--- config.mk ---
export PLATFORM = sky130hd
export DESIGN_NAME = vga_clk_mon
export DESIGN_NICKNAME = d
export VERILOG_FILES = /design/src/rtl/vga_clk_mon.sv
export SDC_FILE = /design/constraint.sdc
export NUM_CORES = 1
export LEC_CHECK = 0
export CAP_MARGIN = 20
export CORE_ASPECT_RATIO = 0.6
export CORE_MARGIN = 4
export CORE_UTILIZATION = 54
export CTS_BUF_LIST = sky130_fd_sc_hd__clkbuf_8
export DETAILED_ROUTE_END_ITERATION = 10
export PLACE_DENSITY_LB_ADDON = 0.25
export SLEW_MARGIN = 20
export SYNTH_ARGS = -nofsm -noshare
export SYNTH_HDL_FRONTEND = slang
export SYNTH_SLANG_ARGS = --single-unit
export TNS_END_PERCENT = 50
--- constraint.sdc ---
create_clock -name clk -period 4 [get_ports clk]
set_input_delay 1 -clock clk [delete_from_list [all_inputs] [get_ports clk]]
set_output_delay 1 -clock clk [all_outputs]
set_load 0.01 [all_outputs]
--- src/rtl/vga_clk_mon.sv ---
// Monitors an asynchronous clock in the clk domain: measures period and high time,
// checks the period against a window, and reports lock, stop and range errors.
module vga_clk_mon #(
  parameter int CNT_W    = 16,
  parameter int TIMEOUT  = 1000,
  parameter int LOCK_CNT = 4
) (
  input  logic             clk,
  input  logic             rst,
  input  logic             en,
  input  logic             mon_clk,
  input  logic [CNT_W-1:0] exp_min,
  input  logic [CNT_W-1:0] exp_max,
  input  logic             clr_err,
  output logic [CNT_W-1:0] period,
  output logic [CNT_W-1:0] high_time,
  output logic             period_vld,
  output logic             running,
  output logic             locked,
  output logic             err_range,
  output logic             err_stop
);

  localparam int LK_W = $clog2(LOCK_CNT + 1);
  localparam logic [CNT_W-1:0] TO_LAST = CNT_W'(TIMEOUT - 1);
  localparam logic [LK_W-1:0]  LK_FULL = LK_W'(LOCK_CNT);
  localparam logic [LK_W-1:0]  LK_PRE  = LK_W'(LOCK_CNT - 1);

  typedef enum logic [1:0] {
    S_IDLE,
    S_SYNC,
    S_MEASURE,
    S_STOPPED
  } state_t;

  state_t r_state, w_next;

  logic             r_s1, r_s2, r_s3;
  logic [CNT_W-1:0] r_cnt, r_hcnt;
  logic [CNT_W-1:0] r_period, r_high;
  logic             r_vld, r_locked, r_err_range, r_err_stop;
  logic [LK_W-1:0]  r_lock_cnt;

  logic             w_rise, w_report, w_timeout, w_in_range;
  logic [CNT_W-1:0] w_meas;

  function automatic logic [CNT_W-1:0] sat_inc(input logic [CNT_W-1:0] v);
    return (v == '1) ? v : v + 1'b1;
  endfunction

  assign w_rise     = r_s2 & ~r_s3;
  assign w_meas     = sat_inc(r_cnt);
  assign w_in_range = (w_meas >= exp_min) && (w_meas <= exp_max);
  assign w_report   = en && (r_state == S_MEASURE) && w_rise;
  assign w_timeout  = en && (r_state == S_MEASURE) && !w_rise && (r_cnt == TO_LAST);

  // Input synchronizer plus edge-detect history flop
  always_ff @(posedge clk) begin
    if (rst) begin
      r_s1 <= 1'b0;
      r_s2 <= 1'b0;
      r_s3 <= 1'b0;
    end else begin
      r_s1 <= mon_clk;
      r_s2 <= r_s1;
      r_s3 <= r_s2;
    end
  end

  always_ff @(posedge clk) begin
    if (rst) r_state <= S_IDLE;
    else     r_state <= w_next;
  end

  always_comb begin
    w_next = r_state;
    if (!en) begin
      w_next = S_IDLE;
    end else begin
      case (r_state)
        S_IDLE:    w_next = S_SYNC;
        S_SYNC:    if (w_rise) w_next = S_MEASURE;
        S_MEASURE: if (w_timeout) w_next = S_STOPPED;
        S_STOPPED: if (w_rise) w_next = S_MEASURE;
        default:   w_next = S_IDLE;
      endcase
    end
  end

  // Interval counters: restart on every rise, high counter only advances while high
  always_ff @(posedge clk) begin
    if (rst || r_state == S_IDLE) begin
      r_cnt  <= '0;
      r_hcnt <= '0;
    end else if (w_rise) begin
      r_cnt  <= '0;
      r_hcnt <= CNT_W'(1);
    end else begin
      r_cnt <= sat_inc(r_cnt);
      if (r_s2) r_hcnt <= sat_inc(r_hcnt);
    end
  end

  // Report stage: one registered cycle after the rise that closes an interval
  always_ff @(posedge clk) begin
    if (rst) begin
      r_period <= '0;
      r_high   <= '0;
      r_vld    <= 1'b0;
    end else begin
      r_vld <= w_report;
      if (w_report) begin
        r_period <= w_meas;
        r_high   <= r_hcnt;
      end
    end
  end

  always_ff @(posedge clk) begin
    if (rst || !en || w_timeout || r_state != S_MEASURE) begin
      r_lock_cnt <= '0;
      r_locked   <= 1'b0;
    end else if (w_report) begin
      if (w_in_range) begin
        if (r_lock_cnt != LK_FULL) r_lock_cnt <= r_lock_cnt + 1'b1;
        r_locked <= (r_lock_cnt >= LK_PRE);
      end else begin
        r_lock_cnt <= '0;
        r_locked   <= 1'b0;
      end
    end
  end

  // Sticky flags: a set in the same cycle as a clear takes priority
  always_ff @(posedge clk) begin
    if (rst) begin
      r_err_range <= 1'b0;
      r_err_stop  <= 1'b0;
    end else begin
      r_err_range <= (r_err_range & ~clr_err) | (w_report & ~w_in_range);
      r_err_stop  <= (r_err_stop & ~clr_err) | w_timeout;
    end
  end

  assign period     = r_period;
  assign high_time  = r_high;
  assign period_vld = r_vld;
  assign running    = (r_state == S_MEASURE);
  assign locked     = r_locked;
  assign err_range  = r_err_range;
  assign err_stop   = r_err_stop;

endmodule

==> summary.md <==
| Metric | Value |
|---|---|
| Post-synth top area cell | dfxtp_1 |
| Root Buffer | clkbuf_8 |
| Detail Placement HPWL | 7726 µm |
| RSZ-0062 raised after global routing | false |
| DP Worst Slack | 0.2190 ns |
| Largest cells by area after synthesis | dfxtp_1, ha_1, nand2_1, a21oi_1, inv_1 |
| Yosys cell types | 53 |
| CTS tree | done |
| Critical Path Start | r_cnt[0] |
| Slowest Stage Delay on Critical Path | 0.57 ns |
| Share of cells above drive strength 1 | 7.909% |
| Number of synthesized flops with an enable pin | 0 |
| Power Dens Cells | 287.9 nW/µm² |
| Setup Viol. Count Final | 0 |
| Syn Inst Count | 488 |
| Reg clk slew, reported paths | 0.08 ns |
| GRT Residual Overflow | 0 |
| Min-delay src | r_s1 |
| Antenna diodes | 0 |
| Setup tns final | 0 ns |
| Most frequent cells in the layout | dfxtp_1, clkdlybuf4s50_1, nand2_1 |
| Most common cell on crit path | ha_1 |
| Flops & latches, synth | 76 |
| Final WL | 10440 µm |
| Core ar. | 7267 µm² |
| Critical Path Fanout Max | 5 |
| Final Hold Viols | 0 |
| # H-tree levels | 3 |
| Ys flop type | dfxtp_1 |
| Share of the synthesized area in the top cell type | 37.67% |
| Core Rows | 24 |
| Final setup margin | 0.2572 ns |
| First DRT Iteration DRCs | 234 |
| I/O pin cnt | 74 |
| Power consumption | 0.001471 W |
| Number of antenna violations at the first check in global routing | 0 |
| Gpl congestion | 0.9077 |
| Mapped Area | 4039 µm² |
| Chip width | 119.7 µm |
| Vias in the first global route | 3411 |
| Clock Latency Late Sink | 0.36 ns |
| CTS Buffer Depth | 2 |
| Pin count of the biggest net entering global routing | 40 |
| Outcome | completed |
| Max Freq | 267.2 MHz |
| Total CTS buffers | 9 |
| Syn nets | 562 |
| Number of port buffers | 73 |
| Commonest non-fill, non-tap cell in the layout | dfxtp_1 |
| Nature of the critical path endpoint | flop |
| Worst path slowest cell | a221oi_1 |
| DRC violations left | 0 |
| TritonCTS Sinks | 76 |
| Worst setup SP type | flop |
| Yosys Warn Count | 0 |
| Pleak | 2.125 nW |
| Arrival time at the worst endpoint | 3.97 ns |
| CP Cell Sequence | ha_1 -> nand4_1 -> or3_4 -> o21ai_2 -> nor2_1 -> xnor2_1 -> inv_1 -> ha_1 -> a21oi_1 -> o21ai_0 -> a221oi_1 -> nand3_2 -> o22ai_2 -> o22ai_1 |
| Post-layout nets | 638 |
| Global-route wire length before repair | 16690 µm |
| GRT Util Overall | 23.85% |
| Fin. max-slew vios | 0 |
| Async SR Flop Fraction | 0% |
| Vias | 3695 |
| Sequential area share after synthesis | 37.67% |
| Initial core utilization | 55.58% |
| Setup bufs post-CTS | 0 |
| Buf/Inv on CP | 1 |
| Mapped Avg Cell Area | 8.276 µm² |
| Drt pass-1 iters | 5 |
| Hold Crit Class | reg2reg |
| Required @ worst endpoint | 4.23 ns |
| Worst setup path category | reg2reg |
| Die H | 74.99 µm |
| Slew of the pin with the lowest slew margin | 0.5699 ns |
| Vias per cell | 5.490 |
| Die area | 8973 µm² |
| Worst VDD drop | 0.2126 mV |
| Crit-path leading delay family | compound AO/OA/AOI/OAI gates |
| Tmin final | 3.743 ns |
| Fin crit share | 93.57% |
| Post-route ant nets | 0 |
| Clk_skew | 0.007827 ns |
| # Max-Cap Violations | 0 |
| Reg-to-reg startpoint | r_cnt[0] |
| Wire length per cell | 15.51 µm |
| Relative slew margins | 61.02% |
| Area Overhead vs Synth | 26.55% |
per-stage QoR:
step	instances	util [%]	hold slack (ns)	area, µm²
2_1_floorplan	488	-	0.4138	4039
3_3_place_gp	657	67.27	0.4166	4888
3_5_place_dp	657	67.27	0.4242	4888
4_1_cts	673	70.20	0.4419	5101
5_1_grt	673	70.33	0.4718	5111
6_report	673	70.33	0.4398	5111
worst register-to-register path, cell delays in order (launching register included):
cell and delay, ns:
dfxtp_1 0.44, ha_1 0.26, nand4_1 0.15, or3_4 0.41
o21ai_2 0.22, nor2_1 0.08, xnor2_1 0.25, inv_1 0.11
ha_1 0.31, a21oi_1 0.14, o21ai_0 0.10, a221oi_1 0.57
nand3_2 0.16, o22ai_2 0.29, o22ai_1 0.14
path summary, 6_finish.rpt:
path | endpoint | slack [ns] | cells after the start
hold reg to reg | r_s2 | 0.44 | 1
hold / removal | r_s2 | 0.44 | 1
setup / recovery | r_lock_cnt[2] | 0.26 | 14
setup reg to reg | r_lock_cnt[2] | 0.26 | 14
power breakdown:
| part | internal (W) | leakage (nW) | switching, W |
|---|---|---|---|
| logic | 0.0000488 | 1.40 | 0.0000400 |
| clock network | 0.000337 | 0.114 | 0.000284 |
| registers | 0.000758 | 0.613 | 0.00000321 |
| total | 0.00114 | 2.13 | 0.000327 |
cell families (layout without fill, tap and decap cells):
kind of cell / Yosys count / in the layout / share of synthesized area, %
AND/OR/NAND/NOR: 213 / 213 / 27.54
AO/OA/AOI/OAI: 77 / 77 / 12.05
flip-flops: 76 / 76 / 37.67
buffers and inverters: 62 / 143 / 5.855
adder cells (fa/ha/maj): 37 / 37 / 11.46
XOR/XNOR: 18 / 18 / 4.089
multiplexers: 5 / 5 / 1.332
state kept, by name, summed over array words and instances (netlist names):
register,cells
r_s1,1
r_cnt,16
period,16
locked,1
high_time,16
err_stop,1
r_s3,1
r_s2,1
r_hcnt,16
r_lock_cnt,3
err_range,1
period_vld,1
r_state,2
final cells by class:
type | count | area [µm²]
repair buffers | 79 | 775.7
clock buffers | 12 | 165.2
flip-flops and latches | 76 | 1521
fillers | 605 | 2156
inverters | 48 | 180.2
clock inverters | 4 | 47.55
well taps | 104 | 130.1
multi-input cells | 350 | 2291
repair_timing:
action	CTS	global route
resized for setup	0	2
hold buffers	0	0
endpoints found under the setup margin	0	5
per-layer routing:
layer,GRT usage (%),up-vias,part of all wire (%)
met5,0,-,0
met4,8.122,0,1.2
met3,5.480,14,8.0
met2,34.56,155,41
met1,35.13,1701,50
li1,-,1825,-
cells in the mapped netlist, types with 4 or more instances:
cell type / instances
dfxtp_1: 76
o21ai_0: 4
xnor2_1: 13
xor2_1: 4
nand4_1: 11
ha_1: 37
a211oi_1: 7
clkbuf_1: 11
nor3_1: 7
a21oi_1: 40
inv_1: 48
nor2_1: 47
nor4_1: 6
nand3_1: 24
nand2_1: 64
and3_1: 14
nor2b_1: 13
nand2b_1: 6
Power figures use the tool's default switching activity.
==> variant, RTL diff (config.mk and constraints unchanged) <==
Reset style: asynchronous (`rst`), changed in 4 clocked blocks.
--- a/src/rtl/vga_clk_mon.sv
+++ b/src/rtl/vga_clk_mon.sv
@@ -56,5 +56,5 @@
 
   // Input synchronizer plus edge-detect history flop
-  always_ff @(posedge clk) begin
+  always_ff @(posedge clk or posedge rst) begin
     if (rst) begin
       r_s1 <= 1'b0;
@@ -68,5 +68,5 @@
   end
 
-  always_ff @(posedge clk) begin
+  always_ff @(posedge clk or posedge rst) begin
     if (rst) r_state <= S_IDLE;
     else     r_state <= w_next;
@@ -103,5 +103,5 @@
 
   // Report stage: one registered cycle after the rise that closes an interval
-  always_ff @(posedge clk) begin
+  always_ff @(posedge clk or posedge rst) begin
     if (rst) begin
       r_period <= '0;
@@ -133,5 +133,5 @@
 
   // Sticky flags: a set in the same cycle as a clear takes priority
-  always_ff @(posedge clk) begin
+  always_ff @(posedge clk or posedge rst) begin
     if (rst) begin
       r_err_range <= 1'b0;
Formal check against the unedited RTL: differs if rst is asserted again (counterexample within 4 cycles, from zero or initial values and one cycle with rst high); with rst held inactive, the same outputs for 10 cycles.
==> variant against the original RTL <==
  * Power up 6.3%
  * Worst setup slack better by 0.016 ns
  * Final area up 2.2%
  * Area after synthesis up 2.3%
  * Sequential cell count unchanged
  * Fmax up 0.43%
  * Routed wire length down 0.58%
  * Synthesized cell count down 4.3%
  * Global-route usage about the same
  * Largest power group unchanged
  * Highest routed layer unchanged
  * Critical path type unchanged
  * Clock skew up 0.0026 ns
==> variant: results (changes against the original RTL) <==
peak per-stage delay on the critical path 0.54 ns (-0.03 ns); largest net degree at the start of global routing 37 (-7.5%); fillers 598 (-1.2%); GRT Util Overall 23.9% (+0.033 points); delay-heaviest family, CP simple AND/OR/NAND/NOR gates; post-DP HPWL 7990 microns (+3.4%); layout cell share with drive strength beyond 1 10.3% (+2.4 points); hold endpoint r_s2; Global Route met2 Usage 36.5% (+2.0 points); Slowest-stage cell, CP nor4_1; post-synth cell types 56 (+5.7%); Min Hold Slack 0.369 ns (-0.0706 ns); nets 621 (-2.7%); average wire per standard cell 15.8 microns (+2.0%); top cells by count, synth nand2_1 (77), inv_1 (53), dfrtp_1 (40), nor2_1 (40), ha_1 (37); ys async rst share 52.6% (+53 points); sequential area share after synthesis 41.7% (+4.0 points); first-pass GRT wire length 16700 microns (+0.16%); hold path start r_s1; syn_nets 541 (-3.7%); reg2reg end r_lock_cnt[1]; dpl ws 0.352 ns (+0.133 ns); M3 GR Usage 6.82% (+1.3 points); met1 Use GR 33.6% (-1.5 points); Reg2Reg Launch Point r_cnt[6]; Worst VDD drop 0.000332 V (+56%); Final Wtd Congestion 1.00 (+10%); cells on worst reg2reg path 13 (-1); First DRT Iteration DRCs 302 (+29%); status complete, no violations
## variant: how the worst max path moves through the flow
stage | start | to | slack [ns] | cells after the start
final | r_cnt[6] | r_lock_cnt[1] | 0.27 | 13
after global routing | r_cnt[6] | r_lock_cnt[0] | 0.09 | 13
after CTS | r_cnt[6] | r_lock_cnt[1] | 0.34 | 13
after detailed placement | r_cnt[5] | r_lock_cnt[1] | 0.35 | 13
after global placement | r_cnt[6] | r_lock_cnt[1] | 0.55 | 13
after floorplan | r_cnt[0] | locked | 0.97 | 14
## variant: final cells by class
type / count / area [sq um] / share of cell area, %
timing repair buffer: 81 / 791 / 15.1
sequential: 76 / 1720 / 33.0
clock inverter: 7 / 100 / 1.92
inverter: 54 / 203 / 3.88
multi-input combinational: 325 / 2160 / 41.3
clock buffer: 9 / 124 / 2.37
tap: 104 / 130 / 2.49
## variant: cells by family after synthesis
kind of cell	after synthesis	share of synthesized area [%]
buffers and inverters	66	6.30
xor gates and xnor gates	22	4.84
DFF	76	41.7
AOI/OAI and AO/OA	65	9.69
and+or+nand+nor	197	25.3
adders and majority gates	37	11.2
muxes	4	1.03
## variant: report_power, final
part	total [W]	internal (W)	switching, W	leakage, nW
registers	0.000779	0.000771	0.00000847	0.839
logic	0.000124	0.0000634	0.0000608	1.43
clock network	0.000661	0.000354	0.000307	0.102
## variant: worst register-to-register path, cell delays in order (launching register included)
cell	delay, ns
dfxtp_1	0.40
and4_1	0.37
nand4_4	0.19
nor3_1	0.27
xor2_1	0.11
a21oi_1	0.29
inv_1	0.13
ha_1	0.32
nand4_1	0.22
nor4_1	0.54
a21boi_1	0.28
o31ai_2	0.10
a21oi_2	0.27
o22ai_1	0.12
## variant: metal layers
| metal | share of wire (%) | routed length [microns] |
|---|---|---|
| met1 | 48 | 4970 |
| met5 | 0 | 0 |
| met3 | 8.9 | 927 |
| met2 | 42 | 4360 |
| met4 | 1.2 | 127 |
## variant: metrics by stage
| stage | cells | util (%) |
|---|---|---|
| 6_report | 656 | 71.0 |
| 5_1_grt | 656 | 71.0 |
| 4_1_cts | 656 | 71.0 |
| 3_5_place_dp | 640 | 68.0 |
| 3_3_place_gp | 640 | 68.0 |
| 2_1_floorplan | 467 | - |
